$ cat src/rtl/gfx_arb_pkg.sv
// gfx_arb_pkg: shared channel ids, FSM encodings and grant decode for the graphics-ROM arbiter.
// Rev 1.0
`default_nettype none
package gfx_arb_pkg;

  localparam int NCH = 3;

  typedef enum logic [1:0] {
    CH_BG = 2'd0,
    CH_TX = 2'd1,
    CH_SP = 2'd2
  } ch_e;

  typedef enum logic [1:0] {
    ST_IDLE  = 2'd0,
    ST_ISSUE = 2'd1,
    ST_WAIT  = 2'd2
  } state_e;

  function automatic ch_e oh2ch(input logic [NCH-1:0] oh);
    ch_e ch;
    ch = CH_BG;
    if (oh[CH_TX]) ch = CH_TX;
    if (oh[CH_SP]) ch = CH_SP;
    return ch;
  endfunction

endpackage
`default_nettype wire

$ cat src/rtl/rr_pick3.sv
// rr_pick3: three-way grant, sprite-first fixed priority or round-robin after the last memory-serviced channel.
// Rev 1.0
`default_nettype none
module rr_pick3
  import gfx_arb_pkg::*;
(
  input  logic [NCH-1:0] elig_i,
  input  ch_e            last_i,
  input  logic           sp_prio_i,
  output logic [NCH-1:0] grant_o
);

  function automatic logic [NCH-1:0] first3(input logic [NCH-1:0] e,
                                            input ch_e a, input ch_e b, input ch_e c);
    logic [NCH-1:0] r;
    r = '0;
    if (e[a])      r[a] = 1'b1;
    else if (e[b]) r[b] = 1'b1;
    else if (e[c]) r[c] = 1'b1;
    return r;
  endfunction

  always_comb begin
    grant_o = '0;
    if (sp_prio_i) begin
      grant_o = first3(elig_i, CH_SP, CH_BG, CH_TX);
    end else begin
      case (last_i)
        CH_TX:   grant_o = first3(elig_i, CH_SP, CH_BG, CH_TX);
        CH_SP:   grant_o = first3(elig_i, CH_BG, CH_TX, CH_SP);
        default: grant_o = first3(elig_i, CH_TX, CH_SP, CH_BG);
      endcase
    end
  end

endmodule
`default_nettype wire

$ cat src/rtl/gfx_rom_arbiter.sv
// gfx_rom_arbiter: shares one graphics-ROM read port among BG/TX/sprite fetchers with a one-entry tag per channel.
// Rev 1.0
`default_nettype none
module gfx_rom_arbiter
  import gfx_arb_pkg::*;
#(
  parameter int AW = 17,
  parameter int DW = 8
) (
  input  logic          clk,
  input  logic          rst_n,
  input  logic          bg_req,
  input  logic [AW-1:0] bg_addr,
  output logic          bg_ack,
  output logic [DW-1:0] bg_data,
  input  logic          tx_req,
  input  logic [AW-1:0] tx_addr,
  output logic          tx_ack,
  output logic [DW-1:0] tx_data,
  input  logic          sp_req,
  input  logic [AW-1:0] sp_addr,
  output logic          sp_ack,
  output logic [DW-1:0] sp_data,
  input  logic          sp_prio,
  input  logic          flush,
  output logic          mem_req,
  output logic [AW-1:0] mem_addr,
  input  logic          mem_ready,
  input  logic          mem_valid,
  input  logic [DW-1:0] mem_data
);

  state_e         state_q, state_d;
  ch_e            ch_q, ch_d;
  ch_e            last_q, last_d;
  logic           mem_req_q, mem_req_d;
  logic [AW-1:0]  mem_addr_q, mem_addr_d;
  logic [NCH-1:0] ack_q, ack_d;
  logic [NCH-1:0] tag_v_q, tag_v_d;
  logic [DW-1:0]  data_q  [NCH];
  logic [DW-1:0]  data_d  [NCH];
  logic [AW-1:0]  tag_a_q [NCH];
  logic [AW-1:0]  tag_a_d [NCH];
  logic [DW-1:0]  tag_d_q [NCH];
  logic [DW-1:0]  tag_d_d [NCH];

  logic [NCH-1:0] w_req, w_elig, w_grant;
  logic [AW-1:0]  w_addr [NCH];
  ch_e            w_gch;

  assign w_req     = {sp_req, tx_req, bg_req};
  assign w_addr[0] = bg_addr;
  assign w_addr[1] = tx_addr;
  assign w_addr[2] = sp_addr;
  // A channel whose ack is high this cycle may still show req; skip it to avoid a double service.
  assign w_elig    = w_req & ~ack_q;
  assign w_gch     = oh2ch(w_grant);

  rr_pick3 u_pick (
    .elig_i    (w_elig),
    .last_i    (last_q),
    .sp_prio_i (sp_prio),
    .grant_o   (w_grant)
  );

  always_comb begin
    state_d    = state_q;
    ch_d       = ch_q;
    last_d     = last_q;
    mem_req_d  = mem_req_q;
    mem_addr_d = mem_addr_q;
    ack_d      = '0;
    tag_v_d    = flush ? '0 : tag_v_q;
    data_d     = data_q;
    tag_a_d    = tag_a_q;
    tag_d_d    = tag_d_q;
    case (state_q)
      ST_IDLE: begin
        if (|w_grant) begin
          if (tag_v_q[w_gch] && (tag_a_q[w_gch] == w_addr[w_gch]) && !flush) begin
            data_d[w_gch] = tag_d_q[w_gch];
            ack_d[w_gch]  = 1'b1;
          end else begin
            ch_d       = w_gch;
            mem_addr_d = w_addr[w_gch];
            mem_req_d  = 1'b1;
            state_d    = ST_ISSUE;
          end
        end
      end
      ST_ISSUE: begin
        if (mem_ready) begin
          mem_req_d = 1'b0;
          state_d   = ST_WAIT;
        end
      end
      ST_WAIT: begin
        if (mem_valid) begin
          data_d[ch_q]  = mem_data;
          tag_a_d[ch_q] = mem_addr_q;
          tag_d_d[ch_q] = mem_data;
          // A flush landing on the fill still delivers data but must not leave a valid tag.
          tag_v_d[ch_q] = !flush;
          ack_d[ch_q]   = 1'b1;
          last_d        = ch_q;
          state_d       = ST_IDLE;
        end
      end
      default: state_d = ST_IDLE;
    endcase
  end

  always_ff @(posedge clk or negedge rst_n) begin
    if (!rst_n) begin
      state_q    <= ST_IDLE;
      ch_q       <= CH_BG;
      last_q     <= CH_BG;
      mem_req_q  <= 1'b0;
      mem_addr_q <= '0;
      ack_q      <= '0;
      tag_v_q    <= '0;
      for (int i = 0; i < NCH; i++) begin
        data_q[i]  <= '0;
        tag_a_q[i] <= '0;
        tag_d_q[i] <= '0;
      end
    end else begin
      state_q    <= state_d;
      ch_q       <= ch_d;
      last_q     <= last_d;
      mem_req_q  <= mem_req_d;
      mem_addr_q <= mem_addr_d;
      ack_q      <= ack_d;
      tag_v_q    <= tag_v_d;
      data_q     <= data_d;
      tag_a_q    <= tag_a_d;
      tag_d_q    <= tag_d_d;
    end
  end

  assign bg_ack   = ack_q[0];
  assign tx_ack   = ack_q[1];
  assign sp_ack   = ack_q[2];
  assign bg_data  = data_q[0];
  assign tx_data  = data_q[1];
  assign sp_data  = data_q[2];
  assign mem_req  = mem_req_q;
  assign mem_addr = mem_addr_q;

endmodule
`default_nettype wire
$ cat config.mk
export PLATFORM = sky130hd
export DESIGN_NAME = gfx_rom_arbiter
export DESIGN_NICKNAME = d
export VERILOG_FILES = /design/src/rtl/gfx_arb_pkg.sv /design/src/rtl/rr_pick3.sv /design/src/rtl/gfx_rom_arbiter.sv
export SDC_FILE = /design/constraint.sdc
export NUM_CORES = 1
export LEC_CHECK = 0
export ABC_AREA = 1
export BUFFER_PORTS_ARGS = -buffer_cell sky130_fd_sc_hd__clkbuf_2
export CAP_MARGIN = 40
export CORE_MARGIN = 3
export CORE_UTILIZATION = 30
export CTS_CLUSTER_SIZE = 28
export DETAILED_ROUTE_END_ITERATION = 10
export PLACE_DENSITY_LB_ADDON = 0.08
export SLEW_MARGIN = 20
export SYNTH_ARGS = -nofsm -noshare
export SYNTH_HDL_FRONTEND = slang
export SYNTH_SLANG_ARGS = --single-unit
$ cat constraint.sdc
create_clock -name clk -period 5.6 [get_ports clk]
set_input_delay 1.12 -clock clk [delete_from_list [all_inputs] [get_ports clk]]
set_output_delay 1.12 -clock clk [all_outputs]
set_load 0.01 [all_outputs]
==> impl_metrics.ini <==
[sta]
slew_violations = 0
worst_pin_slew_ns = 0.470
fin_crit_ns = 3.62
finalCritPeriodShare = 0.647
hold_ws_ns = 0.472
tns_ns = 0
timing.final.hold_violations = 0
max_freq_ghz = 0.276
setup_viol = 0
slew_headroom = 0.686
finClkSkew_ns = 0.0133
grt_setup_unrepaired = false

[clock_tree]
post_cts_buffers = 0
cts_sinks = 129
cts_root_buf = clkbuf_16
htree_levels = 4
numCtsBuffers = 17
cts_tree = built
cts_resized = 0
clkTransAtPathRegs_ns = 0.07
clk_latency_ns = 0.43
ctsLongestPathBuffers = 2
ctsHoldBuffers = 0

[placement]
place_hpwl_um = 15200
gp_congestion = 0.768
dp.cells = 1297
port_buffers = 112

[synth]
synth_area_um2 = 6970
yosysSeqAreaShare = 0.463
ys_types = 35
synthCells = 929
syn_nets = 999
avgSynthCellArea_um2 = 7.51
yosysWarnings = 0
synth-seq-cells = 129

[layout]
nNetsFinal = 1101
fin_cells = 1329
mostFrequentLayoutCell = nand2_1
syn2layout_area_growth_pct = 20.6
final_cell_mix = nand2_1, dfrtp_1, clkbuf_2
post-route-util = 0.370
drive_above_1_share = 0.189
antenna_cells = 0

[pwr]
p_int_mw = 2.75
p_per_area_nw_per_um2 = 569
max-vdd-ir-drop_mv = 0.205
pwr-share-comb = 0.421
power.total_mw = 4.79
clockPowerShare = 0.243
leakage_nw = 4.48
swShare = 0.426
p_seq_frac = 0.336
p_sw_mw = 2.04

[floorplan]
num_rows = 55
coreArea_um2 = 22700
fp.dieH_um = 158
start_util = 0.307
die_area_um2 = 25100
io_pins = 113
die_x_um = 158

[detailed_routing]
vias = 6194
drt-total-wl_um = 21000
route.detailed.drc = 0
wl_per_cell_um = 15.8
wl_met3_um = 869
drtPass1Iterations = 5
met2WireLength_um = 9060
via_per_inst = 4.66
wl_met1_um = 10900
drt_iter0_markers = 362
ant_nets = 0
top_layer = met5

[grt]
gr-usage-all-layers = 0.174
grt_pass1_vias = 5930
antenna_found_initial = 1
grt_max_degree = 70
grt_pass1_wl_um = 33600
overflow = 0

[worst_setup_path]
start_kind = flip-flop
startpoint = last_q[0]
cp_max_fo = 69
critical_path_arrival_ns = 3.91
endpoint_kind = flip-flop
r2r-start = last_q[0]
crit_type = reg2reg
crit_required_ns = 5.88

[hold_path]
min_path_type = reg2reg
min-delay-start = sp_data[1]

[run]
cap_violations = 0

[run_status]
outcome = finished, final reports clean
==> stage by stage <==
stage	setup slack [ns]	area, um2
finish	1.98	8410
global route	1.53	8410
CTS	1.87	8410
detailed placement	1.47	7800
global placement	1.22	7720
floorplan	2.65	6970
==> cell usage after synthesis (all sizes together) <==
master / count / area share
nand3: 86 / 0.071
or2: 18 / 0.016
dfrtp: 129 / 0.46
nand3b: 19 / 0.021
nand2: 272 / 0.15
nor2: 106 / 0.057
o32ai: 1 / 0.0013
o21ai: 84 / 0.062
ha: 2 / 0.0036
clkbuf: 16 / 0.0086
mux2: 2 / 0.0032
nor3: 1 / 0.00072
a21oi: 27 / 0.019
o22ai: 19 / 0.017
and2: 1 / 0.00090
clkinv: 2 / 0.0011
inv: 103 / 0.055
o211ai: 1 / 0.0011
nand4: 18 / 0.016
buf: 22 / 0.027
==> registers in the layout, indices dropped and copies added (netlist names), 3 cells and up <==
name      cells
mem_addr     17
sp_data       8
tag_a_q      51
bg_data       8
ack_q         3
tag_d_q      24
tag_v_q       3
tx_data       8
==> worst paths after layout <==
| check | to | slack (ns) | cells past startpoint |
|---|---|---|---|
| max | ch_q[1] | 1.98 | 22 |
| min | sp_data[1] | 0.47 | 2 |
| max reg2reg | ch_q[1] | 1.98 | 22 |
| min reg2reg | sp_data[1] | 0.47 | 2 |
| max in group asynchronous | mem_addr[16] | 4.20 | 2 |
| min in group asynchronous | tag_a_q[35] | 0.60 | 1 |
==> cell families (layout without fill, tap and decap cells) <==
| logic type | after synthesis | count (layout) | share of synthesized area |
|---|---|---|---|
| AO/OA/AOI/OAI | 132 | 132 | 0.101 |
| flip-flops | 129 | 129 | 0.463 |
| multiplexers | 2 | 2 | 0.00323 |
| adder cells (fa/ha/maj) | 2 | 2 | 0.00359 |
| AND/OR/NAND/NOR | 521 | 521 | 0.338 |
| buffers and inverters | 143 | 258 | 0.0919 |
==> power by group through the flow <==
stage | Combinational (mW) | Sequential (mW) | Clock [mW]
final | 2.01 | 1.61 | 1.16
after global routing | 2.33 | 1.67 | 1.22
after CTS | 2.05 | 1.62 | 1.19
after detailed placement | 2.04 | 1.63 | 0
after global placement | 2.00 | 1.63 | 0
after floorplan | 1.40 | 1.63 | 0
==> routing by layer <==
metal / vias up / global-route usage
met4: 2 / 0.0381
met5: - / 0
met3: 12 / 0.0334
met1: 2871 / 0.262
li1: 3186 / -
met2: 123 / 0.260
==> worst max-delay path: stages (launching register included) <==
cell and delay, ns:
dfrtp_1 0.39, inv_1 0.06, ha_1 0.32, inv_2 0.05, nand2_1 0.07, nand2_2 0.07
inv_2 0.07, nand3_4 0.09, nand2_8 0.32, nand3_4 0.39, inv_1 0.32, nand2_1 0.08
nand3_1 0.14, inv_1 0.05, nand2_1 0.06, nand2_1 0.06, nand2_1 0.05, nor2_1 0.05
nand3_2 0.09, nand3_2 0.30, buf_16 0.30, nand2_1 0.07, o21ai_0 0.07
==> final cells by class <==
cell class              instances  area, um2
flip-flops and latches        129       3230
inverters                     105        394
clock inverters                15        183
fillers                      2467      14300
repair buffers                121        694
well taps                     285        357
multi-input cells             657       3130
clock buffers                  17        425
(Power assumes the default switching activity.)
